$ cat src/rtl/val2_shifter_iter.sv
// Iterative ARM shifter-operand unit: builds Val2 and the shifter carry-out by
// shifting a work register up to SHIFT_PER_CYCLE positions per clock.
module val2_shifter_iter #(
    parameter int SHIFT_PER_CYCLE = 4,
    parameter bit MEM_SIGN_EXT    = 1'b1,
    parameter bit RRX_EN          = 1'b1
) (
    input  logic        clk,
    input  logic        rst,
    input  logic        start,
    input  logic        mem_inst,
    input  logic        imm,
    input  logic [31:0] val_rm,
    input  logic [11:0] shift_operand,
    input  logic        carry_in,
    output logic        busy,
    output logic        done,
    output logic [31:0] val2,
    output logic        carry_out
);

    localparam logic [1:0] IDLE  = 2'd0;
    localparam logic [1:0] SHIFT = 2'd1;
    localparam logic [1:0] DONE  = 2'd2;

    // Low two op bits match the instruction's shift-type field.
    localparam logic [2:0] OP_LSL = 3'd0;
    localparam logic [2:0] OP_LSR = 3'd1;
    localparam logic [2:0] OP_ASR = 3'd2;
    localparam logic [2:0] OP_ROR = 3'd3;
    localparam logic [2:0] OP_RRX = 3'd4;

    localparam logic [5:0] SPC = 6'(SHIFT_PER_CYCLE);

    logic [1:0]  state;
    logic [5:0]  rem;
    logic [2:0]  op;
    logic [31:0] work;
    logic        carry_w;

    logic [31:0] dec_work;
    logic [5:0]  dec_rem;
    logic [2:0]  dec_op;
    logic [5:0]  step_amt;
    logic [32:0] step_res;

    // One shift step of s (1..32) positions; returns {carry, result}.
    function automatic logic [32:0] shift_step(input logic [31:0] w, input logic c,
                                               input logic [2:0] kind, input logic [5:0] s);
        logic [4:0]  s5;
        logic [31:0] r;
        logic        co;
        s5 = s[4:0];
        r  = w;
        co = c;
        case (kind)
            OP_LSL: begin r = w << s; co = w[5'd0 - s5]; end
            OP_LSR: begin r = w >> s; co = w[s5 - 5'd1]; end
            OP_ASR: begin r = $unsigned($signed(w) >>> s); co = w[s5 - 5'd1]; end
            OP_ROR: begin r = (w >> s) | (w << (6'd32 - s)); co = r[31]; end
            OP_RRX: begin r = {c, w[31:1]}; co = w[0]; end
            default: begin r = w; co = c; end
        endcase
        return {co, r};
    endfunction

    always_comb begin
        dec_work = val_rm;
        dec_rem  = 6'd0;
        dec_op   = OP_LSL;
        if (mem_inst) begin
            dec_work = MEM_SIGN_EXT ? {{20{shift_operand[11]}}, shift_operand}
                                    : {20'd0, shift_operand};
        end else if (imm) begin
            dec_work = {24'd0, shift_operand[7:0]};
            dec_op   = OP_ROR;
            dec_rem  = {1'b0, shift_operand[11:8], 1'b0};
        end else begin
            dec_op = {1'b0, shift_operand[6:5]};
            case (shift_operand[6:5])
                2'b00: dec_rem = {1'b0, shift_operand[11:7]};
                // A zero amount encodes a full 32-bit shift for LSR/ASR.
                2'b01, 2'b10: dec_rem = (shift_operand[11:7] == 5'd0) ? 6'd32
                                                                       : {1'b0, shift_operand[11:7]};
                default: begin
                    if (shift_operand[11:7] != 5'd0) begin
                        dec_rem = {1'b0, shift_operand[11:7]};
                    end else if (RRX_EN) begin
                        dec_op  = OP_RRX;
                        dec_rem = 6'd1;
                    end
                end
            endcase
        end
    end

    assign step_amt = (rem < SPC) ? rem : SPC;
    assign step_res = shift_step(work, carry_w, op, step_amt);

    always_ff @(posedge clk or posedge rst) begin
        if (rst) begin
            state     <= IDLE;
            rem       <= 6'd0;
            op        <= OP_LSL;
            val2      <= 32'd0;
            carry_out <= 1'b0;
        end else begin
            case (state)
                IDLE: begin
                    if (start) begin
                        state <= SHIFT;
                        rem   <= dec_rem;
                        op    <= dec_op;
                    end
                end
                SHIFT: begin
                    if (rem == 6'd0) begin
                        state     <= DONE;
                        val2      <= work;
                        carry_out <= carry_w;
                    end else begin
                        rem <= rem - step_amt;
                    end
                end
                DONE:    state <= IDLE;
                default: state <= IDLE;
            endcase
        end
    end

    // Datapath registers carry no reset; they are always loaded on accept.
    always_ff @(posedge clk) begin
        if (state == IDLE && start) begin
            work    <= dec_work;
            carry_w <= carry_in;
        end else if (state == SHIFT && rem != 6'd0) begin
            {carry_w, work} <= step_res;
        end
    end

    assign busy = (state == SHIFT);
    assign done = (state == DONE);

endmodule

$ cat config.mk
export PLATFORM = sky130hd
export DESIGN_NAME = val2_shifter_iter
export DESIGN_NICKNAME = d
export VERILOG_FILES = /design/src/rtl/val2_shifter_iter.sv
export SDC_FILE = /design/constraint.sdc
export NUM_CORES = 1
export LEC_CHECK = 0
export CORE_UTILIZATION = 46
export DETAILED_ROUTE_END_ITERATION = 6
export PLACE_DENSITY = 0.75
export SETUP_SLACK_MARGIN = 0.15
export SLEW_MARGIN = 15
export SYNTH_ARGS = -nofsm -noshare
export SYNTH_HDL_FRONTEND = slang
export SYNTH_SLANG_ARGS = --single-unit
$ cat constraint.sdc
create_clock -name clk -period 3.9 [get_ports clk]
set_input_delay 0.78 -clock clk [delete_from_list [all_inputs] [get_ports clk]]
set_output_delay 0.78 -clock clk [all_outputs]
set_load 0.03 [all_outputs]
== Word level (Yosys, flattened, before mapping) ==
Index checks and enable logic that the tools add are counted.
Storage, ports and cells
  register bits: 77
  input port bits: 50
  output and inout port bits: 35
  logic and storage cells: 80
Cells by class
  add/sub/neg operators: 4
  $lt $le $gt $ge: 3
  equal/unequal tests: 11
  shift operators: 4
  mux-type cells: 28
  bitwise operators: 1
  reductions and logical operators: 22
Operator list (number)
  $pmux W32 S5: 1
  $mux W32: 4
  $shl A32 B6 Y32: 2
  $mux W6: 6
  $or A32 B32 Y32: 1
  $shr A32 B6 Y32: 1
  $sshr A32 B6 Y32: 1
  $pmux W6 S2: 2
  $lt A5 B6 Y1 const B: 2
  $mux W3: 4
  $reduce_bool A6 Y1: 2
  $bmux W1 S5: 2
  $reduce_and A2 Y1: 5
  $reduce_bool A5 Y1: 2
  $eq A3 B2 Y1 const B: 2
  $logic_not A6 Y1: 1
  $lt A6 B3 Y1 const B: 1
  $sub A6 B6 Y6: 1
  $sub A6 B6 Y6 const A: 1
  $logic_not A5 Y1: 1
  $mux W5: 1
  $sub A1 B5 Y5 const A: 1
  $sub A5 B1 Y5 const B: 1
  $eq A2 B1 Y1 const B: 2
  16 further kinds: 26

== Longest topological paths before layout ==
Gate-level depths: netlist of the first run.
  depth in word-level cells: 8
  depth in mapped cells: 15

== Worst setup path after synthesis of the first run ==
Ideal clock, no wire load.
  path type: reg2reg
  from: reg rem[2]
  to: reg work[30] (data pin)
  library setup time: 160 ps
  data arrival time: 3522 ps
  data required time: 3740 ps
  setup slack: 218 ps
  stages on the path, launching flop included: 13
  clock period less this slack: 3682 ps
  cells stage by stage: dfrtp_1 -> buf_6 -> or4_4 -> buf_6 -> nor2_1 -> inv_1 -> clkbuf_1 -> ha_1 -> xnor2_1 -> clkbuf_1 -> mux4_2 -> or2_2 -> a41oi_1
Between the ends
  cells in the longest elaborated chain, start to end: 8
  elaborated cells between the ends (all ways): 11
Ends and longest elaborated chain
  start, declared: line 36  | logic [5:0] rem;
  start signal, assigned: line 112  | rem <= dec_rem;
  start signal, assigned: line 122  | rem <= rem - step_amt;
  $lt A6 B3 Y1: line 97  | assign step_amt = (rem < SPC) ? rem : SPC;
  $mux W6 *: line 97
  $sub A6 B6 Y6: line 60  | OP_ROR: begin r = (w >> s) | (w << (6'd32 - s)); co = r[31]; end
  $shl A32 B6 Y32: line 60
  $or A32 B32 Y32: line 60
  $pmux W32 S5 *: line 56  | case (kind)
  $mux W32 *: line 136  | end else if (state == SHIFT && rem != 6'd0) begin
  $mux W32 *: line 133  | if (state == IDLE && start) begin
  end signal, assigned: line 134  | work <= dec_work;
  end signal, assigned: line 137  | {carry_w, work} <= step_res;
  end, declared: line 38  | logic [31:0] work;
Every way passes the cells marked *; elsewhere a longest branch is shown, timed or not. The select of a mux whose other input is x is not followed.
A chain may end at the register's enable or synchronous reset.

== Worst setup path in the final report of the first run ==
  from: reg rem[2]
  to: reg carry_w (data pin)
Between the ends
  cells in the longest elaborated chain, start to end: 8
  elaborated cells between the ends (all ways): 15
Ends and longest elaborated chain
  $lt A6 B3 Y1: line 97
  $mux W6 *: line 97
  $sub A6 B6 Y6, or another cell as far along: line 60
  $shl A32 B6 Y32, or another cell as far along: line 60
  $or A32 B32 Y32, or another cell as far along: line 60
  $pmux W1 S4 *: line 56
  $mux W1 *: line 136
  $mux W1 *: line 133
  end signal, assigned: line 135  | carry_w <= carry_in;
  end signal, assigned: line 137
  end, declared: line 39  | logic carry_w;
Marks and branches as above.

==> results of run 1 <==
how the worst min path moves through the flow:
stage,cells after the start,endpoint,start,slack [ps]
after floorplan,1,carry_out,carry_w,480
after global placement,2,val2[4],val2[4],460
after detailed placement,2,val2[3],val2[3],480
after CTS,2,val2[3],val2[3],490
after global routing,1,val2[21],val2[21],530
final,2,val2[3],val2[3],480
report_power, final:
| part | internal [mW] | switching, mW | leakage (nW) |
|---|---|---|---|
| logic | 2.45 | 3.80 | 2.18 |
| clock network | 0.512 | 0.348 | 0.147 |
| registers | 1.48 | 0.715 | 0.860 |
worst register-to-register path: cells and delay by family, from the launching register on:
family / cells / cell delay [ps]
DFF: 1 / 510
and+or+nand+nor: 2 / 790
AOI/OAI and AO/OA: 5 / 1340
buffers and inverters: 1 / 80
adders and majority gates: 1 / 610
registers in the layout (all words and copies together) (netlist names):
register and count:
val2 32, op 3, work 32, rem 6, state 2, carry_out 1
carry_w 1
placed cells by master, fill, tap and decap left out, types with 6 or more instances in the layout:
master / count
sky130_fd_sc_hd__o21ai_0: 50
sky130_fd_sc_hd__a21boi_0: 6
sky130_fd_sc_hd__a211oi_1: 23
sky130_fd_sc_hd__nand2_1: 122
sky130_fd_sc_hd__mux2i_1: 32
sky130_fd_sc_hd__mux4_2: 9
sky130_fd_sc_hd__nor3_1: 15
sky130_fd_sc_hd__inv_1: 11
sky130_fd_sc_hd__a221oi_1: 10
sky130_fd_sc_hd__edfxtp_1: 33
sky130_fd_sc_hd__clkbuf_16: 9
sky130_fd_sc_hd__a21oi_1: 85
sky130_fd_sc_hd__buf_4: 33
sky130_fd_sc_hd__dfrtp_1: 43
sky130_fd_sc_hd__a21o_1: 12
sky130_fd_sc_hd__nor2_1: 56
sky130_fd_sc_hd__nor2b_1: 8
sky130_fd_sc_hd__mux2_2: 41
sky130_fd_sc_hd__and3_1: 15
sky130_fd_sc_hd__o211ai_1: 20
sky130_fd_sc_hd__clkdlybuf4s50_1: 84
sky130_fd_sc_hd__a31oi_1: 32
sky130_fd_sc_hd__nand3_1: 33
kinds of logic after synthesis:
family / synth area share (%)
AND/OR/NAND/NOR: 18.5
multiplexers: 14.5
AO/OA/AOI/OAI: 29.3
flip-flops: 30.1
adder cells (fa/ha/maj): 0.720
buffers and inverters: 6.48
other: 0.0540
XOR/XNOR: 0.252
stage by stage:
step | cells | setup WS [ps] | power, mW | hold slack [ps]
after floorplan | 857 | 218 | 6.16 | 484
after global placement | 1071 | 619 | 8.11 | 463
after detailed placement | 1071 | 549 | 8.14 | 475
after CTS | 1087 | 502 | 9.03 | 489
after global routing | 1087 | 211 | 9.73 | 526
final | 1088 | 432 | 9.30 | 482
area by class of cell:
type                            instances  area share (%)
Antenna cell                            1          0.0304
Clock buffer                           12            3.00
Clock inverter                          4           0.563
Inverter                               15           0.685
Multi-Input combinational cell        676            53.8
Sequential cell                        77            25.5
Tap cell                              184            2.80
Timing Repair Buffer                  119            13.7
metal layers:
| metal | vias up | GRT usage (%) |
|---|---|---|
| met4 | 0 | 15.0 |
| met5 | - | 0 |
| met1 | 3540 | 45.9 |
| met3 | 115 | 8.08 |
| li1 | 3317 | - |
| met2 | 691 | 50.2 |
synth_stat cells, types with 5 or more instances:
library cell,count
sky130_fd_sc_hd__o211ai_1,20
sky130_fd_sc_hd__nand3_1,33
sky130_fd_sc_hd__a31oi_1,32
sky130_fd_sc_hd__a21boi_0,6
sky130_fd_sc_hd__buf_2,8
sky130_fd_sc_hd__a21oi_1,86
sky130_fd_sc_hd__mux2i_1,32
sky130_fd_sc_hd__nor3_1,15
sky130_fd_sc_hd__a211oi_1,23
sky130_fd_sc_hd__nor2_1,57
sky130_fd_sc_hd__a221oi_1,10
sky130_fd_sc_hd__o221ai_1,5
sky130_fd_sc_hd__and2_1,5
sky130_fd_sc_hd__o21ai_0,50
sky130_fd_sc_hd__a21o_1,12
sky130_fd_sc_hd__a221o_1,5
sky130_fd_sc_hd__inv_1,12
sky130_fd_sc_hd__mux4_2,9
sky130_fd_sc_hd__and3_1,15
sky130_fd_sc_hd__nor2b_1,8
sky130_fd_sc_hd__dfrtp_1,44
sky130_fd_sc_hd__buf_1,8
sky130_fd_sc_hd__clkbuf_1,67
sky130_fd_sc_hd__nand2_1,122
sky130_fd_sc_hd__mux2_2,41
sky130_fd_sc_hd__edfxtp_1,33
==> impl_results.md, run 1 <==
* Run status: complete, but fails checks
* Failing checks: DRC
* GRT Total Usage at 33.5%
* Final number of setup-violating endpoints at 0
* HPWL after detailed placement at 18100 µm
* Count of final max-slew check failures at 0
* Final antenna-violating net count at 0
* Wire length on met2 at 11300 µm
* Count of filler cells inserted in the layout at 1337
* Synthesis-to-finish area growth at 18.3%
* Ys flop type: sky130_fd_sc_hd__dfrtp_1
* Number of antenna violations at the first check in global routing at 1
* Worst slew margin at 25.7%
* Flip-flop and latch count after synthesis at 77
* Source-to-sink clock delay at the later pin of the worst-skew pair at 350 ps
* Count of flip-flops with a built-in enable after synthesis at 33
* Synth area leader: sky130_fd_sc_hd__dfrtp_1
* Total power density per cell area at 1130 nW/µm²
* Die width at 125 µm
* Congestion Overflow GR at 0
* Number of remaining DRC errors at 24
* Initial DRT Pass Iterations at 7
* Cells along the critical path: or4_4 > nor2_1 > inv_1 > ha_1 > a31oi_1 > a22oi_1 > o221ai_1 > a221o_1 > a31oi_1
* Site row count at 44
* Post-CTS Hold Fix Bufs at 0
* Clock period minus final worst setup slack at 3470 ps
* Clock root cell: sky130_fd_sc_hd__clkbuf_16
* Routed length on met3 at 3710 µm
* TritonCTS clock tree: done
* Global-route wire length before repair at 40200 µm
* CP Capture Type: register
* R2R Setup Slk at 430 ps
* Setup Total Neg Slack at 0 ps
* Worst supply voltage drop on vdd at 0.000430 V
* Static power due to leakage at 3.18 nW
* Delay-heaviest family, CP: compound AO/OA/AOI/OAI gates
* Worst flop-to-flop path endpoint: carry_w
* Total setup buffers inserted after CTS at 0
* Critical Path End: carry_w
* I/O pin count at 85
* Largest stage delay on the critical path at 620 ps
* Final #Nets at 952
* Pin count of the biggest net entering global routing at 58
* Worst-path cell with the longest stage delay: sky130_fd_sc_hd__or4_4
* Mean cell area of the mapped netlist at 8.11 µm²
* Arrival time of data at the critical path endpoint at 3670 ps
* Share of synthesized area occupied by flip-flops and latches at 30.1%
* Initial detailed-routing violation count at 1434
* Fraction of synthesized cell area taken by the top area cell type at 15.8%
* Cell seen most often among critical-path stages: sky130_fd_sc_hd__a31oi_1
* Syn. warnings at 0
* Path category of the worst min-delay check: reg -> reg
* Post-synth design cell area at 6950 µm²
* DRT met1 WL at 10200 µm
* Placement Cell Area at 7930 µm²
* Unique masters post-synth at 74
* Beginning of the critical path: rem[2]
* Number of vias after detailed routing at 7663
* Reg-to-reg startpoint: rem[2]
* Share of flip-flops with an asynchronous set or reset after synthesis at 57.1%
* Number of clock sinks at 77
* Worst-Margin Slew at 1110 ps
* Logic depth of the worst setup path including buffers at 9
* Number of input and output port buffers inserted at 84
* Vertical extent of the die at 125 µm
* Maximum buffer depth of the clock tree at 2
* Top post-synthesis cells by area: sky130_fd_sc_hd__dfrtp_1 (16%), sky130_fd_sc_hd__edfxtp_1 (14%), sky130_fd_sc_hd__mux2_2 (6.6%)
* Via count of the first global-routing pass at 6922
* Total area of multi-input combinational cells at 4420 µm²
* Maximum fanout count along the critical path at 15
* Quantity of gates resized following cts at 0
* Number of cells on the worst reg-to-reg path at 9
* Post-route fraction of the period consumed by the critical path at 88.9%
* Layout Skew at 6.91 ps
* Number of buffers created by CTS at 9
* Share of post-route cells with drive strength above 1 at 13.4%
* Critical path buffers and inverters at 1
* Area of all placed cells without fillers at 8220 µm²
* Area of the core at 14600 µm²
* Mapped Cells at 857
* Post-route core utilization at 56.2%
* Maximum clock frequency at 288 MHz
* Required arrival time at the worst endpoint at 4100 ps
* Critical path start-end classification: reg -> reg
* Average vias per placed instance at 7.04
* Number of hold-slack violations in the final timing report at 0
* Reg clk slew, reported paths at 60 ps
* Effective utilization at floorplan at 47.5%
* Top metal layer carrying routed signals: met4
* Clock H-tree levels at 3
* Routed WL per cell at 24.1 µm
* Element type at the critical path start: register
* Nets in the synthesized netlist at 911
* DRT Wirelength at 26200 µm
* Max Cap Violations at 0
* Final weighted congestion in routability-driven placement at 0.971
* Unrepaired setup endpoints after global routing: no
* Die area at 15600 µm²
* FF+latch area at 2090 µm²
Power figures use the tool's default switching activity.
==> run 2: changes to the inputs <==
- DONT_BUFFER_PORTS: unset -> 1
- PLACE_DENSITY: 0.75 -> 0.67
==> run 2 against run 1 <==
Compared with the run above: global-route usage rose by 1.6 points; core utilization fell by 5.8 points; sequential share of layout area rose by 2.9 points; largest cell class unchanged; critical path type unchanged; the run still ends with DRC left; clock skew fell by 1.1 ps; routed wire length rose by 3.6%; non-clock buffer count fell by 87; flip-flop and latch count did not move; highest routed layer unchanged; first-iteration DRC count fell by 20%.
==> impl_results.md, run 2 (synthesis results as in run 1) <==
* DRT met1 WL at 11300 µm (was 10200 µm)
* Synthesis-to-finish area growth at 6.16% (was 18.3%)
* Worst-Margin Slew at 1070 ps (was 1110 ps)
* # diodes at 0 (was 1)
* Worst-case setup slack after placement at 567 ps (was 549 ps)
* Vertical extent of the die at 125 µm (unchanged)
* Maximum fanout count along the critical path at 13 (was 15)
* Delay-heaviest family, CP: simple AND/OR/NAND/NOR gates (was compound AO/OA/AOI/OAI gates)
* Final non-filler cell total at 1000 (was 1088)
* Number of antenna violations at the first check in global routing at 0 (was 1)
* Beginning of the critical path: rem[2] (unchanged)
* Max Cap Violations at 0 (unchanged)
* Critical path buffers and inverters at 1 (unchanged)
* Area of all placed cells without fillers at 7380 µm² (was 8220 µm²)
* Source-to-sink clock delay at the later pin of the worst-skew pair at 350 ps (about the same)
* Placement Cell Area at 7050 µm² (was 7930 µm²)
* Clock root cell: sky130_fd_sc_hd__clkbuf_16 (unchanged)
* Top metal layer carrying routed signals: met4 (unchanged)
* Via count of the first global-routing pass at 6961 (was 6922)
* Initial detailed-routing violation count at 1141 (was 1434)
* Effective utilization at floorplan at 47.5% (unchanged)
* Maximum clock frequency at 289 MHz (was 288 MHz)
* Required arrival time at the worst endpoint at 4100 ps (about the same)
* Number of remaining DRC errors at 4 (was 24)
* Number of clock sinks at 77 (unchanged)
* DRT Wirelength at 27200 µm (was 26200 µm)
* Reg-to-reg startpoint: rem[2] (unchanged)
* Pin count of the biggest net entering global routing at 45 (was 58)
* Maximum buffer depth of the clock tree at 2 (unchanged)
* Initial DRT Pass Iterations at 7 (unchanged)
* Element type at the critical path start: register (unchanged)
* HPWL after detailed placement at 19200 µm (was 18100 µm)
* Final weighted congestion in routability-driven placement at 0.964 (was 0.971)
* Quantity of gates resized following cts at 0 (unchanged)
* Layout Skew at 5.79 ps (was 6.91 ps)
* Number of buffers created by CTS at 9 (unchanged)
* Worst-path cell with the longest stage delay: sky130_fd_sc_hd__nor2_1 (was sky130_fd_sc_hd__or4_4)
* Cells along the critical path: or4_4 > nor2_1 > inv_1 > ha_1 > nand2_1 > nor2_1 > o21ai_0 > a31oi_1 (was or4_4 > nor2_1 > inv_1 > ha_1 > a31oi_1 > a22oi_1 > o221ai_1 > a221o_1 > a31oi_1)
* Wire length on met2 at 11900 µm (was 11300 µm)
* Critical path start-end classification: reg -> reg (unchanged)
* Congestion Overflow GR at 0 (unchanged)
* Arrival time of data at the critical path endpoint at 3650 ps (was 3670 ps)
* Commonest non-fill, non-tap cells in the layout: sky130_fd_sc_hd__nand2_1 (122), sky130_fd_sc_hd__a21oi_1 (85), sky130_fd_sc_hd__nor2_1 (56) (was sky130_fd_sc_hd__nand2_1 (122), sky130_fd_sc_hd__a21oi_1 (85), sky130_fd_sc_hd__clkdlybuf4s50_1 (84))
* Reg clk slew, reported paths at 60 ps (about the same)
* Average vias per placed instance at 7.25 (was 7.04)
* Post-route worst setup slack at 445 ps (was 432 ps)
* Clock H-tree levels at 3 (unchanged)
* Global-route wire length before repair at 41600 µm (was 40200 µm)
* GRT Total Usage at 35.1% (was 33.5%)
* Unrepaired setup endpoints after global routing: no (unchanged)
* Number of hold-slack violations in the final timing report at 0 (unchanged)
* I/O pin count at 85 (unchanged)
* CP Capture Type: register (unchanged)
* Number of vias after detailed routing at 7245 (was 7663)
* Clock period minus final worst setup slack at 3450 ps (was 3470 ps)
* Cell seen most often among critical-path stages: sky130_fd_sc_hd__nor2_1 (was sky130_fd_sc_hd__a31oi_1)
* Die width at 125 µm (unchanged)
* Final number of setup-violating endpoints at 0 (unchanged)
* Failing checks: DRC (unchanged)
* Source of the worst hold timing path: mem_inst (was val2[3])
* Post-route fraction of the period consumed by the critical path at 88.6% (was 88.9%)
* Setup Total Neg Slack at 0 ps (unchanged)
* Run status: complete, but fails checks (unchanged)
* Total setup buffers inserted after CTS at 0 (unchanged)
* Die area at 15600 µm² (unchanged)
* Count of filler cells inserted in the layout at 1401 (was 1337)
* Count of final max-slew check failures at 0 (unchanged)
* Routed WL per cell at 27.2 µm (was 24.1 µm)
* Largest registers in the final layout: val2: 32 flops, work: 32 flops, rem: 6 flops (unchanged)
* Number of input and output port buffers inserted at 0 (was 84)
* Final #Nets at 865 (was 952)
* Routed length on met3 at 3160 µm (was 3710 µm)
* Path category of the worst min-delay check: in -> reg (was reg -> reg)
* Largest stage delay on the critical path at 860 ps (was 620 ps)
* Site row count at 44 (unchanged)
* Post-CTS Hold Fix Bufs at 0 (unchanged)
* # placed instances at 984 (was 1071)
* Worst slew margin at 28.6% (was 25.7%)
* TritonCTS clock tree: done (unchanged)
* Area of the core at 14600 µm² (unchanged)
* Share of post-route cells with drive strength above 1 at 14.6% (was 13.4%)
* Most frequent standard cell in the layout excluding fill and tap cells: sky130_fd_sc_hd__nand2_1 (unchanged)
* Final antenna-violating net count at 0 (unchanged)
[run 2: cell types whose count changed in the layout (fill, tap and decap cells not counted), sizes merged]
| cell | before | now |
|---|---|---|
| buf | 35 | 32 |
| bufinv | 1 | 0 |
| clkbuf | 12 | 13 |
| clkdlybuf4s50 | 84 | 0 |
| clkinv | 4 | 3 |
| diode | 1 | 0 |
| inv | 14 | 15 |
[run 2: metrics by stage]
stage | util (%) | hold slack [ps]
2_1_floorplan | - | 484
3_3_place_gp | 48.2 | 539
3_5_place_dp | 48.2 | 549
4_1_cts | 50.4 | 509
5_1_grt | 50.4 | 522
6_report | 50.4 | 529
[run 2: metal layers]
metal / vias to the layer above / GRT usage [%]
li1: 3137 / -
met1: 3508 / 49.3
met2: 535 / 52.9
met3: 65 / 7.90
met4: 0 / 13.1
met5: - / 0
[run 2: area by class of cell]
cell class                 instances  area (µm²)  area share, %
timing repair buffer              32         253           3.43
tap                              184         230           3.12
sequential                        77        2090           28.4
clock buffer                      13         304           4.12
clock inverter                     3        20.0          0.271
multi-input combinational        676        4420           59.9
inverter                          15        56.3          0.763
[run 2: final timing paths]
kind	to	slack (ps)	cells past startpoint
worst max register to register	work[23]	450	8
worst min-delay path	op[1]	530	1
max in group asynchronous	rem[1]	2700	1
worst min register to register	carry_out	570	1
worst max-delay path	work[23]	450	8
min in group asynchronous	rem[3]	540	1
Power of run 2 is not shown: default switching activity piles up to over one toggle a cycle in this logic, so the estimate is an artifact.
==> run 3: changes to the inputs <==
- ABC_AREA: unset -> 0
- GPL_ROUTABILITY_DRIVEN: unset -> 0
==> run 3 against run 2 <==
Compared with the run above: core utilization down 0.21 points; die area is the same; clock skew increased by 2.1 ps; routed wire length decreased by 6.8%; critical path type unchanged; global-route usage decreased by 2.4 points; the run still ends with DRC left; sequential share of layout area is 0.12 points higher; flip-flop and latch count did not move; first-iteration DRC count rose by 17%; highest routed layer unchanged.
==> impl_results.md, run 3 (synthesis results as in run 1) <==
* I/O pin count at 85 (unchanged)
* Die width at 125 µm (unchanged)
* Via count of the first global-routing pass at 6986 (was 6961)
* Maximum buffer depth of the clock tree at 2 (unchanged)
* Pin count of the biggest net entering global routing at 58 (was 45)
* Beginning of the critical path: rem[2] (unchanged)
* Max Cap Violations at 0 (unchanged)
* Worst flop-to-flop path endpoint: carry_w (was work[23])
* Count of filler cells inserted in the layout at 1390 (was 1401)
* Largest registers in the final layout: val2: 32 flops, work: 32 flops, rem: 6 flops (unchanged)
* Area of the core at 14600 µm² (unchanged)
* Commonest non-fill, non-tap cells in the layout: sky130_fd_sc_hd__nand2_1 (122), sky130_fd_sc_hd__a21oi_1 (85), sky130_fd_sc_hd__nor2_1 (56) (unchanged)
* TritonCTS clock tree: done (unchanged)
* Number of input and output port buffers inserted at 0 (unchanged)
* Worst-Margin Slew at 1000 ps (was 1070 ps)
* Unrepaired setup endpoints after global routing: no (unchanged)
* Layout Skew at 7.85 ps (was 5.79 ps)
* Quantity of gates resized following cts at 0 (unchanged)
* R2R Setup Slk at 470 ps (was 450 ps)
* Number of clock sinks at 77 (unchanged)
* HPWL after detailed placement at 17300 µm (was 19200 µm)
* Logic depth of the worst setup path including buffers at 9 (was 8)
* Clock period minus final worst setup slack at 3430 ps (was 3450 ps)
* Worst slew margin at 32.9% (was 28.6%)
* DRT Wirelength at 25300 µm (was 27200 µm)
* Number of buffers created by CTS at 9 (unchanged)
* Critical path buffers and inverters at 1 (unchanged)
* Largest stage delay on the critical path at 650 ps (was 860 ps)
* Clock H-tree levels at 3 (unchanged)
* Required arrival time at the worst endpoint at 4110 ps (was 4100 ps)
* Number of remaining DRC errors at 31 (was 4)
* Path category of the worst min-delay check: in -> reg (unchanged)
* Failing checks: DRC (unchanged)
* Critical Path End: carry_w (was work[23])
* Source-to-sink clock delay at the later pin of the worst-skew pair at 360 ps (was 350 ps)
* Number of antenna violations at the first check in global routing at 0 (unchanged)
* Cells along the critical path: or4_4 > nor2_1 > inv_1 > ha_1 > a31oi_1 > a22oi_1 > o221ai_1 > a221o_1 > a31oi_1 (was or4_4 > nor2_1 > inv_1 > ha_1 > nand2_1 > nor2_1 > o21ai_0 > a31oi_1)
* Synthesis-to-finish area growth at 5.71% (was 6.16%)
* CP Capture Type: register (unchanged)
* Cell seen most often among critical-path stages: sky130_fd_sc_hd__a31oi_1 (was sky130_fd_sc_hd__nor2_1)
* Worst-path cell with the longest stage delay: sky130_fd_sc_hd__ha_1 (was sky130_fd_sc_hd__nor2_1)
* Site row count at 44 (unchanged)
* Die area at 15600 µm² (unchanged)
* Routed WL per cell at 25.4 µm (was 27.2 µm)
* Number of cells on the worst reg-to-reg path at 9 (was 8)
* Reg-to-reg startpoint: rem[2] (unchanged)
* Global-route wire length before repair at 39600 µm (was 41600 µm)
* Run status: complete, but fails checks (unchanged)
* Initial detailed-routing violation count at 1333 (was 1141)
* Count of final max-slew check failures at 0 (unchanged)
* Most frequent standard cell in the layout excluding fill and tap cells: sky130_fd_sc_hd__nand2_1 (unchanged)
* Maximum clock frequency at 292 MHz (was 289 MHz)
* Delay-heaviest family, CP: compound AO/OA/AOI/OAI gates (was simple AND/OR/NAND/NOR gates)
* Initial DRT Pass Iterations at 7 (unchanged)
* Element type at the critical path start: register (unchanged)
* GRT Total Usage at 32.7% (was 35.1%)
* Average vias per placed instance at 7.34 (was 7.25)
* Final number of setup-violating endpoints at 0 (unchanged)
* Number of hold-slack violations in the final timing report at 0 (unchanged)
* Post-route fraction of the period consumed by the critical path at 87.9% (was 88.6%)
* Arrival time of data at the critical path endpoint at 3630 ps (was 3650 ps)
* Maximum fanout count along the critical path at 15 (was 13)
* Congestion Overflow GR at 0 (unchanged)
* Setup Total Neg Slack at 0 ps (unchanged)
* Final antenna-violating net count at 0 (unchanged)
* Number of vias after detailed routing at 7321 (was 7245)
* Share of post-route cells with drive strength above 1 at 14.2% (was 14.6%)
* Final #Nets at 861 (was 865)
* Effective utilization at floorplan at 47.5% (unchanged)
* Vertical extent of the die at 125 µm (unchanged)
* Reg clk slew, reported paths at 60 ps (about the same)
* Clock root cell: sky130_fd_sc_hd__clkbuf_16 (unchanged)
* Post-CTS Hold Fix Bufs at 0 (unchanged)
* Critical path start-end classification: reg -> reg (unchanged)
* Total setup buffers inserted after CTS at 0 (unchanged)
[run 3: changes by cell type in the layout (fill, tap and decap cells not counted)]
| cell | delta |
|---|---|
| sky130_fd_sc_hd__clkbuf_8 | +1 |
| sky130_fd_sc_hd__bufinv_16 | +1 |
| sky130_fd_sc_hd__inv_4 | -1 |
| sky130_fd_sc_hd__clkinv_4 | +1 |
| sky130_fd_sc_hd__clkbuf_16 | -2 |
| sky130_fd_sc_hd__buf_4 | -4 |
| sky130_fd_sc_hd__diode_2 | +1 |
[run 3: worst min path at each step]
stage,start,endpoint,slack [ps],depth (start not counted)
floorplan,carry_w,carry_out,480,1
CTS,mem_inst,op[1],510,1
global route,mem_inst,op[1],520,1
global placement,carry_w,carry_out,530,1
detailed placement,carry_w,carry_out,540,1
finish,mem_inst,op[1],510,1
[run 3: area by class of cell]
type,count,area (µm²),share of cell area (%)
Multi-Input combinational cell,676,4420,60.2
Timing Repair Buffer,28,223,3.03
Tap cell,184,230,3.13
Sequential cell,77,2090,28.5
Clock inverter,4,52.6,0.715
Inverter,15,56.3,0.766
Antenna cell,1,2.50,0.0341
Clock buffer,12,268,3.65
[run 3: through the flow]
stage	setup slack [ps]	instance area [µm²]	utilization (%)	hold slack (ps)	cells
2_1_floorplan	218	6950	-	484	857
3_3_place_gp	696	7020	48.0	527	980
3_5_place_dp	569	7020	48.0	538	980
4_1_cts	554	7340	50.1	514	996
5_1_grt	286	7340	50.1	517	996
6_report	472	7350	50.2	511	997
[run 3: layer usage]
layer / wire length [µm] / track usage, % / vias to the layer above / share of wire (%)
met5: 0 / 0 / - / 0
met4: 1400 / 18.4 / 0 / 5.5
met3: 3570 / 7.77 / 149 / 14
met2: 10600 / 47.6 / 663 / 42
met1: 9800 / 44.7 / 3382 / 39
li1: - / - / 3127 / -
Power of run 3 is left out for the same reason.
